==> config.mk <==
export PLATFORM = sky130hd
export DESIGN_NAME = multisim_server_push_arbiter
export DESIGN_NICKNAME = d
export VERILOG_FILES = /design/src/rtl/multisim_server_push_arbiter.sv
export SDC_FILE = /design/constraint.sdc
export NUM_CORES = 1
export LEC_CHECK = 0
export ABC_CLOCK_PERIOD_IN_PS = 3300
export CAP_MARGIN = 20
export CORE_AREA = 2 2 130 132
export DETAILED_ROUTE_END_ITERATION = 10
export DIE_AREA = 0 0 132 134
export PLACE_DENSITY = 0.7
export SLEW_MARGIN = 20
export SYNTH_ARGS = -nofsm -noshare
export SYNTH_HDL_FRONTEND = slang
export SYNTH_SLANG_ARGS = --single-unit
==> constraint.sdc <==
create_clock -name clk -period 3.3 [get_ports clk]
set_clock_uncertainty 0.2 [all_clocks]
set_input_delay 0.99 -clock clk [delete_from_list [all_inputs] [get_ports clk]]
set_output_delay 0.99 -clock clk [all_outputs]
set_load 0.1 [all_outputs]
==> src/rtl/multisim_server_push_arbiter.sv <==
// Round-robin arbiter that funnels NUM_REQ valid/ready requesters into one push-server channel.
// Each accepted beat is registered with its source index; a burst limit forces rotation under contention.
module multisim_server_push_arbiter #(
    parameter int NUM_REQ    = 4,
    parameter int DATA_WIDTH = 64,
    parameter int ID_WIDTH   = $clog2(NUM_REQ),
    parameter int MAX_BURST  = 4
) (
    input  logic                           clk,
    input  logic                           rst_n,
    input  logic [NUM_REQ-1:0]             in_vld,
    output logic [NUM_REQ-1:0]             in_rdy,
    input  logic [NUM_REQ*DATA_WIDTH-1:0]  in_data,
    output logic                           out_vld,
    input  logic                           out_rdy,
    output logic [ID_WIDTH+DATA_WIDTH-1:0] out_data,
    output logic                           busy,
    output logic [1:0]                     state,
    output logic [ID_WIDTH-1:0]            ptr
);

    localparam int                OUT_W     = ID_WIDTH + DATA_WIDTH;
    localparam logic [7:0]        BURST_LIM = 8'(MAX_BURST);
    localparam logic [ID_WIDTH-1:0] LAST_ID = ID_WIDTH'(NUM_REQ - 1);

    // Handshake: a beat moves across a port on a rising edge where its vld and rdy are both high.
    // IDLE = output empty, SEND = held beat consumed this cycle, STALL = held beat blocked.
    typedef enum logic [1:0] {
        IDLE  = 2'd0,
        SEND  = 2'd1,
        STALL = 2'd2
    } phase_t;

    phase_t                phase;
    logic [DATA_WIDTH-1:0] req_data [NUM_REQ];
    logic                  load;
    logic                  gnt_found;
    logic [ID_WIDTH-1:0]   gnt_idx;
    logic [ID_WIDTH-1:0]   ptr_nxt;
    logic [7:0]            burst_cnt;
    logic [7:0]            cnt_nxt;
    logic [7:0]            run_len;
    logic                  vld_nxt;
    logic [OUT_W-1:0]      data_nxt;

    always_comb begin
        for (int i = 0; i < NUM_REQ; i++) begin
            req_data[i] = in_data[i*DATA_WIDTH +: DATA_WIDTH];
        end
    end

    // First valid requester at or after ptr, wrapping modulo NUM_REQ.
    always_comb begin
        int idx;
        gnt_found = 1'b0;
        gnt_idx   = '0;
        idx       = 0;
        for (int k = 0; k < NUM_REQ; k++) begin
            idx = int'(ptr) + k;
            if (idx >= NUM_REQ) begin
                idx = idx - NUM_REQ;
            end
            if (!gnt_found && in_vld[idx]) begin
                gnt_found = 1'b1;
                gnt_idx   = ID_WIDTH'(idx);
            end
        end
    end

    always_comb begin
        vld_nxt  = out_vld;
        data_nxt = out_data;
        ptr_nxt  = ptr;
        cnt_nxt  = burst_cnt;
        run_len  = 8'd0;
        in_rdy   = '0;
        load     = !out_vld || out_rdy;

        if (!out_vld) begin
            phase = IDLE;
        end else if (out_rdy) begin
            phase = SEND;
        end else begin
            phase = STALL;
        end

        if (load) begin
            if (gnt_found) begin
                in_rdy[gnt_idx] = rst_n;
                vld_nxt         = 1'b1;
                data_nxt        = {gnt_idx, req_data[gnt_idx]};
                // ptr only sits on g while a burst is running, so ptr == g means "same grantee".
                run_len = (gnt_idx == ptr) ? burst_cnt + 8'd1 : 8'd1;
                if (run_len < BURST_LIM) begin
                    ptr_nxt = gnt_idx;
                    cnt_nxt = run_len;
                end else begin
                    ptr_nxt = (gnt_idx == LAST_ID) ? '0 : gnt_idx + 1'b1;
                    cnt_nxt = 8'd0;
                end
            end else begin
                vld_nxt = 1'b0;
            end
        end
    end

    always_ff @(posedge clk or negedge rst_n) begin
        if (!rst_n) begin
            out_vld   <= 1'b0;
            out_data  <= '0;
            ptr       <= '0;
            burst_cnt <= 8'd0;
        end else begin
            out_vld   <= vld_nxt;
            out_data  <= data_nxt;
            ptr       <= ptr_nxt;
            burst_cnt <= cnt_nxt;
        end
    end

    assign busy  = out_vld || (|in_vld);
    assign state = phase;

endmodule

Word-level counts from Yosys, hierarchy flattened
Index checks and enable logic that the tools add are counted.
{"block": "totals", "regBits": 77, "in_bits": 263, "out_inout_bits": 76}
{"block": "op_classes", "add_sub_neg": 9, "n_lt_le_gt_ge": 12, "eq_ne": 2, "muxes": 38, "bitwise": 2, "reduce_logical": 12}
{"operator": "binary-select mux 64 bit (select 2 bit)", "count": 1}
{"operator": "less-than comparator 32 x 4 -> 1 bit (second input constant)", "count": 4}
{"operator": "two-way mux 32 bit", "count": 4}
{"operator": "two-way mux 64 bit", "count": 2}
{"operator": "two-way mux 2 bit", "count": 8}
{"operator": "two-way mux 8 bit", "count": 2}
{"operator": "two-way mux 1 bit", "count": 14}
{"operator": "greater-or-equal comparator 3 bit (second input constant)", "count": 4}
{"operator": "subtractor 3 x 3 -> 4 bit (second input constant)", "count": 3}
{"operator": "adder 8 x 1 -> 8 bit (second input constant)", "count": 1}
{"operator": "binary-select mux 1 bit (select 2 bit)", "count": 4}
{"operator": "less-than comparator 8 x 3 -> 1 bit (second input constant)", "count": 1}
{"operator": "two-way mux 4 bit", "count": 2}
{"operator": "adder 2 x 2 -> 3 bit (second input constant)", "count": 2}
{"operator": "AND 4 bit", "count": 1}
{"operator": "logical AND 1 bit", "count": 4}
{"operator": "logical NOT 1 bit", "count": 4}
{"operator": "OR reduction 4 bit", "count": 1}
{"operator": "subtractor 2 x 3 -> 4 bit (second input constant)", "count": 1}
{"operator": "adder 2 x 1 -> 3 bit (second input constant)", "count": 1}
{"operator": "greater-or-equal comparator 2 x 3 -> 1 bit (second input constant)", "count": 1}
{"operator": "less-than comparator 2 x 3 -> 1 bit (second input constant)", "count": 1}
{"operator": "NOT 2 -> 3 bit", "count": 1}
{"operator": "adder 2 x 1 -> 2 bit (second input constant)", "count": 1}
{"operator": "other kinds (6)", "count": 7}

Longest topological paths before layout
{"block": "logic_depth", "depth_word": 22, "mapped_depth": 10}

Least setup slack after synthesis
OpenSTA, ideal clock, no wires.
{"block": "synth_path", "path_kind": "flip-flop to output port", "from": "register out_vld", "to": "output port in_rdy[0]", "arrival_ns": 3.303, "required_time_ns": 2.110, "setup_slack_ns": -1.193, "stages_incl_launch_ff": 4, "path_buffers": 0, "cell_sequence": "dfrtp_1 > nor2b_1 > nor2_4 > and3_1"}
{"block": "synth_between", "elab_chain_len": 3}
{"item": "start: declaration", "line": "14", "source": "output logic out_vld,"}
{"item": "start signal: assignment", "line": "114", "source": "out_vld <= vld_nxt;"}
{"item": "logical NOT 1 bit"}
{"item": "logical OR 1 bit", "line": "77", "source": "load = !out_vld || out_rdy;"}
{"item": "two-way mux 4 bit", "line": "87", "source": "if (load) begin"}
{"item": "end: declaration", "line": "12", "source": "output logic [NUM_REQ-1:0] in_rdy,"}
Every way passes these cells.

Worst setup path after layout
{"block": "layout_path", "from": "input port in_vld[1]", "to": "output port in_rdy[1]"}
{"block": "layout_between", "elab_chain_len": 20, "elab_cells_between_ends": 34}
{"item": "start: declaration", "line": "11", "source": "input logic [NUM_REQ-1:0] in_vld,"}
{"item": "binary-select mux 1 bit (select 2 bit)", "line": "63", "source": "if (!gnt_found && in_vld[idx]) begin"}
{"item": "two-way mux 1 bit (implied by the code) (2 in series)", "line": "63"}
{"item": "two-way mux 1 bit", "line": "63"}
{"item": "logical NOT 1 bit", "line": "63"}
{"item": "logical AND 1 bit", "line": "63"}
{"item": "two-way mux 1 bit", "line": "63"}
{"item": "logical NOT 1 bit", "line": "63"}
{"item": "logical AND 1 bit", "line": "63"}
{"item": "(+4 left out)"}
{"item": "net gnt_idx[0]", "line": "38", "source": "logic [ID_WIDTH-1:0] gnt_idx;"}
{"item": "less-than comparator 2 x 3 -> 1 bit (implied by the code) / greater-or-equal comparator 2 x 1 -> 1 bit (equally long branches)", "line": "89", "source": "in_rdy[gnt_idx] = rst_n;"}
{"item": "logical AND 1 bit (implied by the code)", "line": "89"}
{"item": "two-way mux 1 bit (implied by the code)", "line": "89"}
{"item": "demux 1 bit (select 2 bit) *", "line": "89"}
{"item": "AND 4 bit (no line) *"}
{"item": "two-way mux 4 bit *", "line": "88", "source": "if (gnt_found) begin"}
{"item": "two-way mux 4 bit *", "line": "87"}
The timed path passes the listed nets; every way through them passes the cells marked *. The select of a mux whose other input is x is not followed.

==> Implementation_results.wiki <==
{| class="wikitable"
! Metric !! Value
|-
| Outcome || finished with violations
|-
| Violated checks || setup timing
|-
| Antenna diode count || 0
|-
| Total detailed-routing wirelength || around 19 mm
|-
| Largest net degree at the start of global routing || 78
|-
| Most Crowded Layer GR || met2
|-
| Number of remaining DRC errors || 0
|-
| Post-layout total power || ~8.4 mW
|-
| Wire length of the first global-routing pass || about 28 mm
|-
| Part of the total power dissipated in sequential elements || 0.188
|-
| Worst endpoint data arrival time || 2190 ps
|-
| Leakage dissipation || approximately 4 nW
|-
| Number of antenna violations at the first check in global routing || 0
|-
| Met1 routing resource usage after global routing || 0.232
|-
| Type of element capturing the critical path || output pin
|-
| Vias in the first global route || ~5300
|-
| Setup crit start || in_vld[1]
|-
| Layout Utilization || 0.554
|-
| Number of standard cells after synthesis || between 400 and 500
|-
| Number of standard-cell rows in the floorplan || 47
|-
| Clock Latency Late Sink || 330 ps
|-
| Area of the die || around 18000 um^2
|-
| Post-layout worst setup margin || -83.8 ps
|-
| FFs w/ async S/R, synth || 1.00
|-
| Class of the tightest hold or removal check || flip-flop to flip-flop
|-
| GRT Util Overall || 0.201
|-
| Post-synthesis share of cell area spent on full adders, half adders and majority gates || 0.0130
|-
| Required time of the critical path || 2110 ps
|-
| Hold bufs inserted after CTS || 0
|-
| Hold Fails Final Rpt || 0
|-
| Multi-input combinational cell area || 2820 um^2
|-
| GR Util met3 || 0.0601
|-
| Vias/cell || ~5.0
|-
| Startpoint type of the worst setup path || input port
|-
| Storage cell area || slightly below 2000 um^2
|-
| Effective utilization at floorplan || 0.296
|-
| Critical path capture point || in_rdy[1]
|-
| Internal power || 3.61 mW
|-
| Synth unique cells || between 40 and 50
|-
| Max_cap viols || 0
|-
| Fraction of the cycle the final worst path needs || 1.03
|-
| Part of the total power dissipated in combinational logic || 0.704
|-
| Proportion of total power due to net switching || 0.570
|-
| Estimated wirelength of the detail-placed design || about 14 mm
|-
| Setup Slack @ Placement || -667 ps
|-
| Overall overflow remaining after global route || 0
|-
| Worst r2r path cells || 15
|-
| Floorplan die height || 134 um
|-
| First-pass detailed-route iteration total || 4
|-
| Overall die width || between 100 and 150 um
|-
| Root buffer cell || sky130_fd_sc_hd__clkbuf_16
|-
| CTS sink cnt || 77
|-
| Sequential area share after synthesis || 0.400
|-
| Maximum vdd ir drop || 0.899 mV
|-
| Final count of negative-setup-slack endpoints || 4
|-
| Flip-flop and latch count after synthesis || just under 80
|-
| Top-Level Pins || 339
|-
| Unrepaired setup endpoints after global routing || true
|-
| Max Slew Vio Count || 0
|-
| Fraction of the mapped netlist area in simple logic gates || 0.102
|-
| Layout filler cell count || between 1000 and 1500
|-
| Main flop type after synthesis || sky130_fd_sc_hd__dfrtp_1
|-
| Area added between synthesis and finish || 87.5%
|-
| XOR/XNOR share of the synthesized area || 0
|-
| Final estimated routing congestion in global placement || a little over 0.9
|-
| # port buffers || between 300 and 400
|-
| Synth Area per Inst || approximately 11 um^2
|-
| Fmax achieved || 296 MHz
|-
| Dominant combinational cell family by area after synthesis || multiplexers
|-
| Commonest non-fill, non-tap cells in the layout || sky130_fd_sc_hd__clkdlybuf4s50_1, sky130_fd_sc_hd__mux2i_1, sky130_fd_sc_hd__buf_4, sky130_fd_sc_hd__dfrtp_1, sky130_fd_sc_hd__nand2_1
|-
| Share of the synthesized area in compound gates (AO/OA/AOI/OAI) || 0.140
|-
| Number of levels in the clock H-tree || 3
|-
| Core Box Area || between 15000 and 20000 um^2
|-
| Reg2Reg Launch Point || ptr[1]
|-
| Clk slew on worst S/H paths || roughly 60 ps
|-
| Critical R2R Capture || out_data[21]
|-
| GR Util met2 || 0.362
|-
| Count of synthesis-stage warnings from yosys || 0
|-
| Post-layout min period || 3380 ps
|-
| Worst-path maximum fanout || 4
|-
| Startpoint-to-endpoint class of the critical path || input port to output pin
|-
| Measured slew at the worst slew-check pin || between 900 and 1000 ps
|-
| Post-route worst hold slack || 287 ps
|-
| FF-to-FF setup slack || ~360 ps
|-
| Nets || around 1100
|-
| Clock tree from TritonCTS || yes
|-
| Residual antenna-violating net count after detailed routing || 0
|-
| Synth Cell Area || approximately 4800 um^2
|-
| Fin Setup TNS || -227 ps
|-
| P per Cell Area || 928 nW/um^2
|-
| Switching power total || roughly 4.8 mW
|-
| Tightest slew margin relative to the limit || 0.333
|-
| Max Buffers Root-to-Sink || 2
|-
| Count of flip-flops with a built-in enable after synthesis || 0
|-
| Via count || slightly above 5000
|-
| 1st-iter DRT viols || between 200 and 300
|-
| Mapped Nets || between 700 and 800
|-
| Share of synthesized area spent on multiplexers || 0.274
|-
| Number of CTS-inserted buffers || 9
|-
| Share of post-route cells with drive strength above 1 || 0.225
|-
| Most common library cell in the layout ignoring fill and taps || sky130_fd_sc_hd__clkdlybuf4s50_1
|-
| Power share of the clock group || 0.108
|-
| Routed length per instance || 19.0 um
|}
[layer usage]
layer	routed length, um	part of all wire
met3	1300	0.068
met1	7460	0.39
met2	10100	0.52
met5	0	0
met4	358	0.019
[worst min path at each step]
stage          slack, ps          from      endpoint  cells after the start
4_1_cts              290  out_data[57]  out_data[57]                      2
3_3_place_gp         260  out_data[65]  out_data[65]                      2
6_report             290  out_data[57]  out_data[57]                      2
3_5_place_dp         270  out_data[34]  out_data[34]                      2
2_1_floorplan        270  burst_cnt[6]  burst_cnt[6]                      1
5_1_grt              300  out_data[11]  out_data[11]                      2
[per-stage QoR]
step	cells	area, um^2
finish	1008	9030
global route	1008	9030
CTS	1005	8760
detailed placement	977	8320
global placement	977	8320
floorplan	436	4870
[power by group through the flow]
stage          sequential, mW  combinational (mW)  clock [mW]
3_5_place_dp             1.58                5.58           0
2_1_floorplan            4.25                1.62           0
3_3_place_gp             1.56                5.52           0
5_1_grt                  1.62                6.11       0.970
6_report                 1.57                5.90       0.908
4_1_cts                  1.57                5.73       0.939
[state kept, by name, summed over array words and instances (netlist names)]
register / count
out_data: 66
burst_cnt: 8
ptr: 2
out_vld: 1
[synth_stat cells (2+ instances only)]
| library cell | count | share of area |
|---|---|---|
| sky130_fd_sc_hd__mux2i_1 | 128 | 0.27 |
| sky130_fd_sc_hd__dfrtp_1 | 77 | 0.40 |
| sky130_fd_sc_hd__nand2_1 | 72 | 0.056 |
| sky130_fd_sc_hd__o221ai_1 | 64 | 0.12 |
| sky130_fd_sc_hd__buf_2 | 17 | 0.018 |
| sky130_fd_sc_hd__and2_1 | 8 | 0.010 |
| sky130_fd_sc_hd__buf_12 | 7 | 0.029 |
| sky130_fd_sc_hd__clkbuf_4 | 6 | 0.0094 |
| sky130_fd_sc_hd__ha_1 | 5 | 0.013 |
| sky130_fd_sc_hd__and3_1 | 4 | 0.0052 |
| sky130_fd_sc_hd__buf_4 | 3 | 0.0047 |
| sky130_fd_sc_hd__nor2b_1 | 3 | 0.0039 |
| sky130_fd_sc_hd__o21ai_1 | 3 | 0.0031 |
| sky130_fd_sc_hd__buf_6 | 2 | 0.0047 |
| sky130_fd_sc_hd__inv_1 | 2 | 0.0016 |
| sky130_fd_sc_hd__nand2_2 | 2 | 0.0026 |
| sky130_fd_sc_hd__nand3_1 | 2 | 0.0021 |
| sky130_fd_sc_hd__nand4_1 | 2 | 0.0026 |
| sky130_fd_sc_hd__nor3_1 | 2 | 0.0021 |
| sky130_fd_sc_hd__o211ai_2 | 2 | 0.0052 |
| sky130_fd_sc_hd__o21bai_1 | 2 | 0.0031 |
[worst max-delay path, stage by stage]
cell                       delay, ps
sky130_fd_sc_hd__buf_6            90
sky130_fd_sc_hd__buf_6           120
sky130_fd_sc_hd__inv_4            50
sky130_fd_sc_hd__a21oi_4          50
sky130_fd_sc_hd__o211ai_4        290
sky130_fd_sc_hd__inv_2           120
sky130_fd_sc_hd__ha_4            170
sky130_fd_sc_hd__and3_4          150
sky130_fd_sc_hd__buf_12          160
[cell type report]
class,count,share of cell area
clock inverter,2,0.00111
clock buffer,14,0.0281
inverter,3,0.00180
multi-input combinational,319,0.312
timing repair buffer,373,0.413
tap,220,0.0305
sequential,77,0.214
[cell families after synthesis]
| family | after synthesis |
|---|---|
| flip-flops | 77 |
| buffers and inverters | 40 |
| adder cells (fa/ha/maj) | 5 |
| multiplexers | 130 |
| AO/OA/AOI/OAI | 79 |
| AND/OR/NAND/NOR | 105 |
[what timing repair did]
action,CTS,global route
setup buffers,11,0
gates resized for setup,36,30
gates cloned,1,5
pin swaps,9,8
endpoints found under the setup margin,52,68
Power figures use the tool's default switching activity.
